==> config.mk <==
export PLATFORM = sky130hd
export DESIGN_NAME = ble_lut4_cfg_flat
export DESIGN_NICKNAME = d
export VERILOG_FILES = /design/src/rtl/ble_lut4_cfg_if.sv /design/src/rtl/ble_lut4_cfg.sv /design/src/flat_wrapper.sv
export SDC_FILE = /design/constraint.sdc
export NUM_CORES = 1
export LEC_CHECK = 0
export ABC_AREA = 0
export BUFFER_PORTS_ARGS = -buffer_cell sky130_fd_sc_hd__buf_4
export CAP_MARGIN = 0
export CELL_PAD_IN_SITES_DETAIL_PLACEMENT = 1
export CELL_PAD_IN_SITES_GLOBAL_PLACEMENT = 2
export CORE_UTILIZATION = 39
export DETAILED_ROUTE_END_ITERATION = 8
export PLACE_DENSITY_LB_ADDON = 0.1
export SYNTH_ARGS = -nofsm -noshare
export SYNTH_HDL_FRONTEND = slang
export SYNTH_SLANG_ARGS = --single-unit
==> constraint.sdc <==
create_clock -name clk -period 1.8 [get_ports clk]
set_clock_uncertainty 0.1 [all_clocks]
set_input_delay 0.36 -clock clk [delete_from_list [all_inputs] [get_ports clk]]
set_output_delay 0.36 -clock clk [all_outputs]
set_load 0.02 [all_outputs]
==> src/rtl/ble_lut4_cfg_if.sv <==
// Serial configuration port of the BLE: frame start, bit stream, and load status/scan-out.
// Handshake: cfg_bit is consumed on every rising edge where cfg_valid=1 while a frame is loading;
// there is no ready/backpressure, cfg_valid outside a load is ignored, and cfg_start wins over cfg_valid.
interface ble_lut4_cfg_if;
    logic cfg_start;
    logic cfg_valid;
    logic cfg_bit;
    logic cfg_busy;
    logic cfg_done;
    logic cfg_so;

    modport master (
        output cfg_start, cfg_valid, cfg_bit,
        input  cfg_busy, cfg_done, cfg_so
    );

    modport slave (
        input  cfg_start, cfg_valid, cfg_bit,
        output cfg_busy, cfg_done, cfg_so
    );
endinterface

==> src/rtl/ble_lut4_cfg.sv <==
// Basic logic element: 4-input LUT plus optional D flip-flop, both programmed through a
// serial shadow register that commits atomically and scans its old contents out on cfg_so.
module ble_lut4_cfg #(
    parameter int LUT_K  = 4,
    parameter int INIT_W = 16,
    parameter int CFG_W  = 17
) (
    input  logic              clk,
    input  logic              rst_n,
    ble_lut4_cfg_if.slave     cfg,
    input  logic              A,
    input  logic              B,
    input  logic              C,
    input  logic              D,
    input  logic              ce,
    output logic              X,
    output logic [1:0]        dbg_state
);
    localparam int CNT_W = $clog2(CFG_W);
    localparam logic [CNT_W-1:0] LAST = CNT_W'(CFG_W - 1);

    typedef enum logic [1:0] {
        UNCONF = 2'd0,
        LOAD   = 2'd1,
        RUN    = 2'd2
    } state_t;

    state_t           state_q, state_d;
    logic [CFG_W-1:0] shadow_q;
    logic [CFG_W-1:0] active_q;
    logic [CNT_W-1:0] cnt_q;
    logic             so_q;
    logic             done_q;
    logic             q_q;
    logic             restart;
    logic             shift_en;
    logic             commit;
    logic [LUT_K-1:0] idx;
    logic [INIT_W-1:0] init;
    logic             lut;
    logic             ff_sel;

    assign idx    = {A, B, C, D};
    assign init   = active_q[INIT_W-1:0];
    assign lut    = init[idx];
    assign ff_sel = active_q[CFG_W-1];

    always_ff @(posedge clk or negedge rst_n) begin
        if (!rst_n) begin
            state_q <= UNCONF;
        end else begin
            state_q <= state_d;
        end
    end

    // cfg_start takes priority over a coincident cfg_valid, so that bit is dropped.
    always_comb begin
        state_d  = state_q;
        restart  = 1'b0;
        shift_en = 1'b0;
        commit   = 1'b0;
        case (state_q)
            UNCONF: begin
                if (cfg.cfg_start) begin
                    state_d = LOAD;
                    restart = 1'b1;
                end
            end
            LOAD: begin
                if (cfg.cfg_start) begin
                    restart = 1'b1;
                end else if (cfg.cfg_valid) begin
                    shift_en = 1'b1;
                    if (cnt_q == LAST) begin
                        commit  = 1'b1;
                        state_d = RUN;
                    end
                end
            end
            RUN: begin
                if (cfg.cfg_start) begin
                    state_d = LOAD;
                    restart = 1'b1;
                end
            end
            default: state_d = UNCONF;
        endcase
    end

    always_ff @(posedge clk or negedge rst_n) begin
        if (!rst_n) begin
            shadow_q <= '0;
            active_q <= '0;
            cnt_q    <= '0;
            so_q     <= 1'b0;
            done_q   <= 1'b0;
            q_q      <= 1'b0;
        end else begin
            done_q <= commit;
            if (restart) begin
                cnt_q <= '0;
            end else if (shift_en) begin
                cnt_q <= commit ? '0 : cnt_q + 1'b1;
            end
            if (shift_en) begin
                shadow_q <= {cfg.cfg_bit, shadow_q[CFG_W-1:1]};
                so_q     <= shadow_q[0];
            end
            if (commit) begin
                active_q <= {cfg.cfg_bit, shadow_q[CFG_W-1:1]};
            end
            // The flop keeps running on the old function while a reload is in progress.
            if (commit) begin
                q_q <= 1'b0;
            end else if (ff_sel && ce) begin
                q_q <= lut;
            end
        end
    end

    assign X            = (state_q == UNCONF) ? 1'b0 : (ff_sel ? q_q : lut);
    assign cfg.cfg_busy = (state_q == LOAD);
    assign cfg.cfg_done = done_q;
    assign cfg.cfg_so   = so_q;
    assign dbg_state    = state_q;
endmodule

==> src/flat_wrapper.sv <==
// flat-port wrapper written by rule: the top's interface ports become plain ports
module ble_lut4_cfg_flat 
#(
    parameter int LUT_K  = 4,
    parameter int INIT_W = 16,
    parameter int CFG_W  = 17
)
  (clk, rst_n, A, B, C, D, ce, X, dbg_state, cfg_cfg_start, cfg_cfg_valid, cfg_cfg_bit, cfg_cfg_busy, cfg_cfg_done, cfg_cfg_so);
  ble_lut4_cfg_if cfg_i ();
  input  logic clk;
  input  logic rst_n;
  input  logic A;
  input  logic B;
  input  logic C;
  input  logic D;
  input  logic ce;
  output logic X;
  output logic [1:0] dbg_state;
  input wire logic [$bits(cfg_i.cfg_start)-1:0] cfg_cfg_start;
  input wire logic [$bits(cfg_i.cfg_valid)-1:0] cfg_cfg_valid;
  input wire logic [$bits(cfg_i.cfg_bit)-1:0] cfg_cfg_bit;
  output wire logic [$bits(cfg_i.cfg_busy)-1:0] cfg_cfg_busy;
  output wire logic [$bits(cfg_i.cfg_done)-1:0] cfg_cfg_done;
  output wire logic [$bits(cfg_i.cfg_so)-1:0] cfg_cfg_so;
  assign cfg_i.cfg_start = cfg_cfg_start;
  assign cfg_i.cfg_valid = cfg_cfg_valid;
  assign cfg_i.cfg_bit = cfg_cfg_bit;
  assign cfg_cfg_busy = cfg_i.cfg_busy;
  assign cfg_cfg_done = cfg_i.cfg_done;
  assign cfg_cfg_so = cfg_i.cfg_so;
  ble_lut4_cfg #(.LUT_K(LUT_K), .INIT_W(INIT_W), .CFG_W(CFG_W)) u_core (.clk(clk), .rst_n(rst_n), .cfg(cfg_i), .A(A), .B(B), .C(C), .D(D), .ce(ce), .X(X), .dbg_state(dbg_state));
endmodule
==> results.py, run 1 <==
metrics = {
    "placed_design": {
        "portBuffers": 15,
        "post-place-ws_ps": -193,
        "place_area_mm2": 0.00227,
        "dp_hpwl_um": 3070,
        "finalWeightedCongestion": 0.819,
    },
    "finish": {
        "stdcell_area_mm2": 0.00240,
        "antenna_cells": 0,
        "nNetsFinal": 218,
        "drive_gt1_frac": 0.309,
        "area_growth_pct": 16.4,
    },
    "routing": {
        "vias": 1370,
        "first_iter_violations": 43,
        "drc": 0,
        "ant_nets": 0,
        "routedWlPerCell_um": 15.2,
        "viasPerCell": 4.95,
        "drtPass1Iterations": 4,
        "wirelength_um": 4220,
    },
    "min_path": {
        "min-delay-start": "cfg_cfg_bit",
        "hold_depth": 3,
        "hold_end": "u_core.active_q[16]$_DFFE_PN0P_",
        "hold_path_class": "in -> reg",
    },
    "clock_tree": {
        "path_clk_slew_ps": 90,
        "clock-sinks": 44,
        "clockRootBuffer": "clkbuf_8",
        "cts_tree": "yes",
        "cts_made_buffers": 5,
        "clk_latency_ps": 300,
        "clockBufferDepth": 2,
        "htree_levels": 2,
    },
    "yosys": {
        "synth_top_area_share": 0.535,
        "netlist_instances": 181,
        "synth_seq_area_share": 0.535,
        "synth_edf_count": 0,
        "synthTopCellsByCount": "59 x nand2_1, 44 x dfrtp_1, 11 x mux2_2",
        "synth_most_common_cell": "nand2_1",
        "ys_seq_elements": 44,
        "yosys_warnings": 0,
        "synth_ff_type": "dfrtp_1",
        "synth_top_cell_by_area": "dfrtp_1",
        "synth_cell_types": 39,
        "yosys-top-cells-area": "dfrtp_1 53%, nand2_1 11%, mux2_4 7.3%",
        "avgSynthCellArea_um2": 11.4,
        "synth-async-reset-ratio": 1.00,
        "syn_area_mm2": 0.00206,
        "synth_nets": 193,
    },
    "critical_path": {
        "reg2reg_depth": 7,
        "r2r_start": "u_core.cnt_q[0]$_DFFE_PN0P_",
        "rrSetupSlack_ps": 180,
        "crit_path_max_fanout": 2,
        "cp-end-kind": "output port",
        "r2r_end": "u_core.active_q[16]$_DFFE_PN0P_",
        "critical_path_required_ps": 1340,
        "critPathKind": "reg -> out",
        "worstSetupStartpointType": "flip-flop",
        "arrival_ps": 1620,
    },
    "timing": {
        "hold_ws_ps": 206,
        "setup_viol_count_final": 1,
        "relSlewSlack": 0.622,
        "slew_violations": 0,
        "tightest_slew_ps": 567,
        "rsz0062_at_grt": "yes",
        "hold_viol_final": 0,
        "setup_ws_ps": -279,
        "fmax_mhz": 481,
        "min_period_over_period": 1.16,
        "post-route-min-period_ps": 2080,
        "setup_tns_ps": -279,
    },
    "floorplanning": {
        "fp.dieW_um": 74.6,
        "die_area_mm2": 0.00557,
        "core_mm2": 0.00511,
        "io_pins": 16,
        "rows": 26,
        "start_util": 0.403,
        "die_h_um": 74.6,
    },
    "global_routing": {
        "grt_first_pass_wirelength_um": 7010,
        "antenna_found_initial": 0,
        "grt_max_degree": 45,
        "grtUsageTotal": 0.172,
        "grt_pass1_vias": 1410,
        "grt-ovfl-total": 0,
    },
    "power": {
        "powerDensity_mw_per_mm2": 984,
        "leakage_uw": 0.00120,
        "ir_drop_mv": 0.428,
        "finalPower_uw": 2360,
    },
    "run_status": {
        "status": "finished with violations",
        "violations": "setup timing",
    },
    "flow_run": {
        "maxCapViolations": 0,
    },
}
## report_power, final
group	internal (uW)	total (uW)	switching [uW]	leakage [uW]
combinational	227	333	106	0.000558
clock	412	751	338	0.0000552
sequential	1140	1270	135	0.000585
## area by class of cell
class	instances	area, um2
fillers	574	2710
well taps	70	87.6
clock inverters	2	35.0
inverters	6	22.5
clock buffers	6	72.6
multi-input cells	125	870
flip-flops and latches	44	1100
repair buffers	24	208
## sequential cells by signal (all words and copies together), names as in the netlist
register             count
u_core.shadow_q         17
u_core.active_q         17
u_core.dbg_state         2
u_core.cnt_q             5
u_core.q_q               1
u_core.cfg.cfg_so        1
u_core.cfg.cfg_done      1
## metal layers
layer | vias up | wire (um) | track usage
met5 | - | 0 | 0
met4 | 0 | 40 | 0.0503
met3 | 5 | 116 | 0.0361
met2 | 17 | 2020 | 0.276
met1 | 690 | 2040 | 0.235
li1 | 658 | - | -
## placed cells by master, fill, tap and decap left out, types with 2 or more instances in the layout
cell type / synthesis / final
clkbuf_8: 0 / 5
nor2_1: 6 / 6
inv_1: 5 / 5
buf_4: 0 / 21
buf_12: 2 / 2
nand3_1: 4 / 3
mux2_2: 11 / 11
mux2i_1: 4 / 4
a22o_1: 2 / 2
ha_1: 2 / 2
nand2_1: 59 / 59
o211ai_1: 2 / 2
mux2_4: 10 / 10
dfrtp_1: 44 / 44
## worst max path at each step
stage | from | endpoint | slack [ps]
final | u_core.active_q[15]$_DFFE_PN0P_ | X | -280
after global routing | u_core.active_q[15]$_DFFE_PN0P_ | X | -360
after CTS | u_core.active_q[15]$_DFFE_PN0P_ | X | -320
after detailed placement | D | X | -190
after global placement | D | X | -130
after floorplan | B | X | 20
## worst max-delay path, cell delays in order, from the launching register on
cell and delay, ps:
dfrtp_1 390, mux4_2 490, nand2b_4 160, nand3_2 50, o211ai_1 80, buf_4 170
## cell families (layout without fill, tap and decap cells)
| logic type | after synthesis | in the layout | synth area share |
|---|---|---|---|
| AOI/OAI and AO/OA | 13 | 13 | 0.0486 |
| xor gates and xnor gates | 2 | 2 | 0.00851 |
| adders and majority gates | 2 | 2 | 0.0122 |
| buffers and inverters | 12 | 38 | 0.0432 |
| DFF | 44 | 44 | 0.535 |
| muxes | 26 | 26 | 0.165 |
| and+or+nand+nor | 82 | 82 | 0.187 |
## stage by stage
stage           util  cells
6_report       0.469    277
4_1_cts        0.469    277
5_1_grt        0.469    277
3_3_place_gp   0.444    267
3_5_place_dp   0.444    267
2_1_floorplan      -    181
## what timing repair did
| item | in CTS | in global routing |
|---|---|---|
| resized for setup | 2 | 1 |
| endpoints found under the hold margin | 44 | 0 |
| hold buffers | 1 | 0 |
| endpoints found under the setup margin | 1 | 1 |
| cloned | 0 | 0 |
| setup buffers | 1 | 0 |
Note: power is estimated with default switching activity, not from simulation.
==> run 2, diff against run 1 <==
Settings changed: CORE_MARGIN set to 5.
==> run 2 against run 1 <==
Against the previous run: the flow still finishes with violations (setup timing); critical path depth is the same; power is 1.9% higher; non-clock buffer count up 2; count of clock-buffer cells in the layout is the same; critical path type unchanged; largest cell class unchanged.
==> results.py, run 2 (same netlist as run 1, synthesis figures left out) <==
metrics = {
    "run_status": {
        "status": "finished with violations",
        "violations": "setup timing",
    },
    "finish": {
        "final_util": 0.472,
        "antenna_cells": 0,
        "area_growth_pct": 17.2,
        "nNetsFinal": 220,
        "drive_gt1_frac": 0.321,
        "seq_area_mm2": 0.00110,
        "multi_input_area_um2": 870,
        "stdcell_count": 279,
        "final_common_cell": "nand2_1",
        "top_regs": "u_core.active_q (17), u_core.shadow_q (17), u_core.cnt_q (5)",
        "final_cell_mix": "59 x nand2_1, 44 x dfrtp_1, 24 x buf_4",
        "fill_cells": 581,
    },
    "critical_path": {
        "crit_path_max_fanout": 2,
        "worstSetupStartpointType": "flip-flop",
        "critPathKind": "reg -> out",
        "rrSetupSlack_ps": 130,
        "r2r_end": "u_core.active_q[13]$_DFFE_PN0P_",
        "cp-end-kind": "output port",
        "critical_path_required_ps": 1340,
        "r2r_start": "u_core.cnt_q[0]$_DFFE_PN0P_",
        "arrival_ps": 1620,
        "reg2reg_depth": 7,
    },
    "floorplanning": {
        "rows": 26,
        "core_mm2": 0.00511,
        "fp.dieW_um": 82.6,
        "start_util": 0.403,
        "io_pins": 16,
        "die_h_um": 82.6,
        "die_area_mm2": 0.00683,
    },
    "power": {
        "netSwitchingFraction": 0.243,
        "seq_power_share": 0.529,
        "leakage_uw": 0.00121,
        "cellInternalPower_uw": 1820,
        "pwr-share-clk": 0.335,
        "finalPower_uw": 2400,
        "powerDensity_mw_per_mm2": 996,
        "ir_drop_mv": 0.532,
        "p_sw_uw": 583,
        "combPwrFrac": 0.137,
    },
    "placed_design": {
        "finalWeightedCongestion": 0.730,
        "portBuffers": 15,
        "placed_cells": 269,
        "dp_hpwl_um": 3050,
    },
    "global_routing": {
        "grt_first_pass_wirelength_um": 7180,
        "grtUsageTotal": 0.141,
        "antenna_found_initial": 0,
        "grt_pass1_vias": 1467,
        "grt-ovfl-total": 0,
        "grt_max_degree": 45,
    },
    "timing": {
        "relSlewSlack": 0.623,
        "tightest_slew_ps": 565,
        "hold_viol_final": 0,
        "slew_violations": 0,
        "hold_ws_ps": 210,
        "setup_ws_ps": -284,
        "setup_viol_count_final": 1,
        "rsz0062_at_grt": "yes",
        "post-route-min-period_ps": 2080,
        "min_period_over_period": 1.16,
        "setup_tns_ps": -284,
        "fmax_mhz": 480,
    },
    "clock_tree": {
        "clockBufferDepth": 2,
        "htree_levels": 2,
        "clockRootBuffer": "clkbuf_8",
        "cts_tree": "yes",
        "cts_made_buffers": 5,
        "path_clk_slew_ps": 90,
        "clock-sinks": 44,
        "clk_latency_ps": 300,
    },
    "routing": {
        "first_iter_violations": 41,
        "wirelength_um": 4240,
        "viasPerCell": 4.84,
        "drtPass1Iterations": 4,
        "drc": 0,
        "routedWlPerCell_um": 15.2,
        "ant_nets": 0,
        "vias": 1349,
    },
    "min_path": {
        "hold_path_class": "in -> reg",
        "hold_end": "u_core.shadow_q[16]$_DFFE_PN0P_",
        "hold_depth": 2,
        "min-delay-start": "cfg_cfg_bit",
    },
    "flow_run": {
        "maxCapViolations": 0,
    },
}
[run 2: through the flow]
| stage | area, um2 | setup WS, ps |
|---|---|---|
| floorplan | 2060 | 21.6 |
| detailed placement | 2270 | -174 |
| CTS | 2400 | -287 |
| finish | 2410 | -284 |
| global route | 2410 | -344 |
| global placement | 2270 | -128 |
[run 2: worst max-delay path: stages, from the launching register on]
cell and delay, ps:
dfrtp_1 400, mux4_2 460, nand2b_4 160, nand3_2 50, o211ai_1 80, buf_4 170
[run 2: repair_timing]
action                     CTS  global route
cloned                       0             0
hold buffers                 1             0
pin swaps                    0             0
setup endpoints to repair    1             1
gates resized for setup      2             0
hold endpoints to repair    44             0
buffers inserted             0             1
[run 2: power groups by stage]
stage	clock (uW)	sequential, uW	combinational (uW)
CTS	825	1270	335
detailed placement	0	1290	330
finish	804	1270	329
global placement	0	1280	316
floorplan	0	1240	256
global route	860	1290	361
[run 2: how the worst max path moves through the flow]
stage	start	to	slack (ps)	cells after the start
6_report	u_core.active_q[15]$_DFFE_PN0P_	X	-280	5
5_1_grt	u_core.active_q[15]$_DFFE_PN0P_	X	-340	5
4_1_cts	u_core.active_q[15]$_DFFE_PN0P_	X	-290	5
3_5_place_dp	D	X	-170	7
3_3_place_gp	D	X	-130	6
2_1_floorplan	B	X	20	5
[run 2: cell type report]
cell class / instances / area share
Sequential cell: 44 / 0.456
Clock inverter: 2 / 0.0161
Timing Repair Buffer: 26 / 0.0871
Clock buffer: 6 / 0.0342
Multi-Input combinational cell: 125 / 0.360
Inverter: 6 / 0.00934
Tap cell: 70 / 0.0363
[run 2: metal layers]
layer	up-vias	track usage	routed length, um
met2	19	0.230	1970
met1	666	0.184	2050
met3	6	0.0304	160
li1	658	-	-
met4	0	0.0490	60
met5	-	0	0
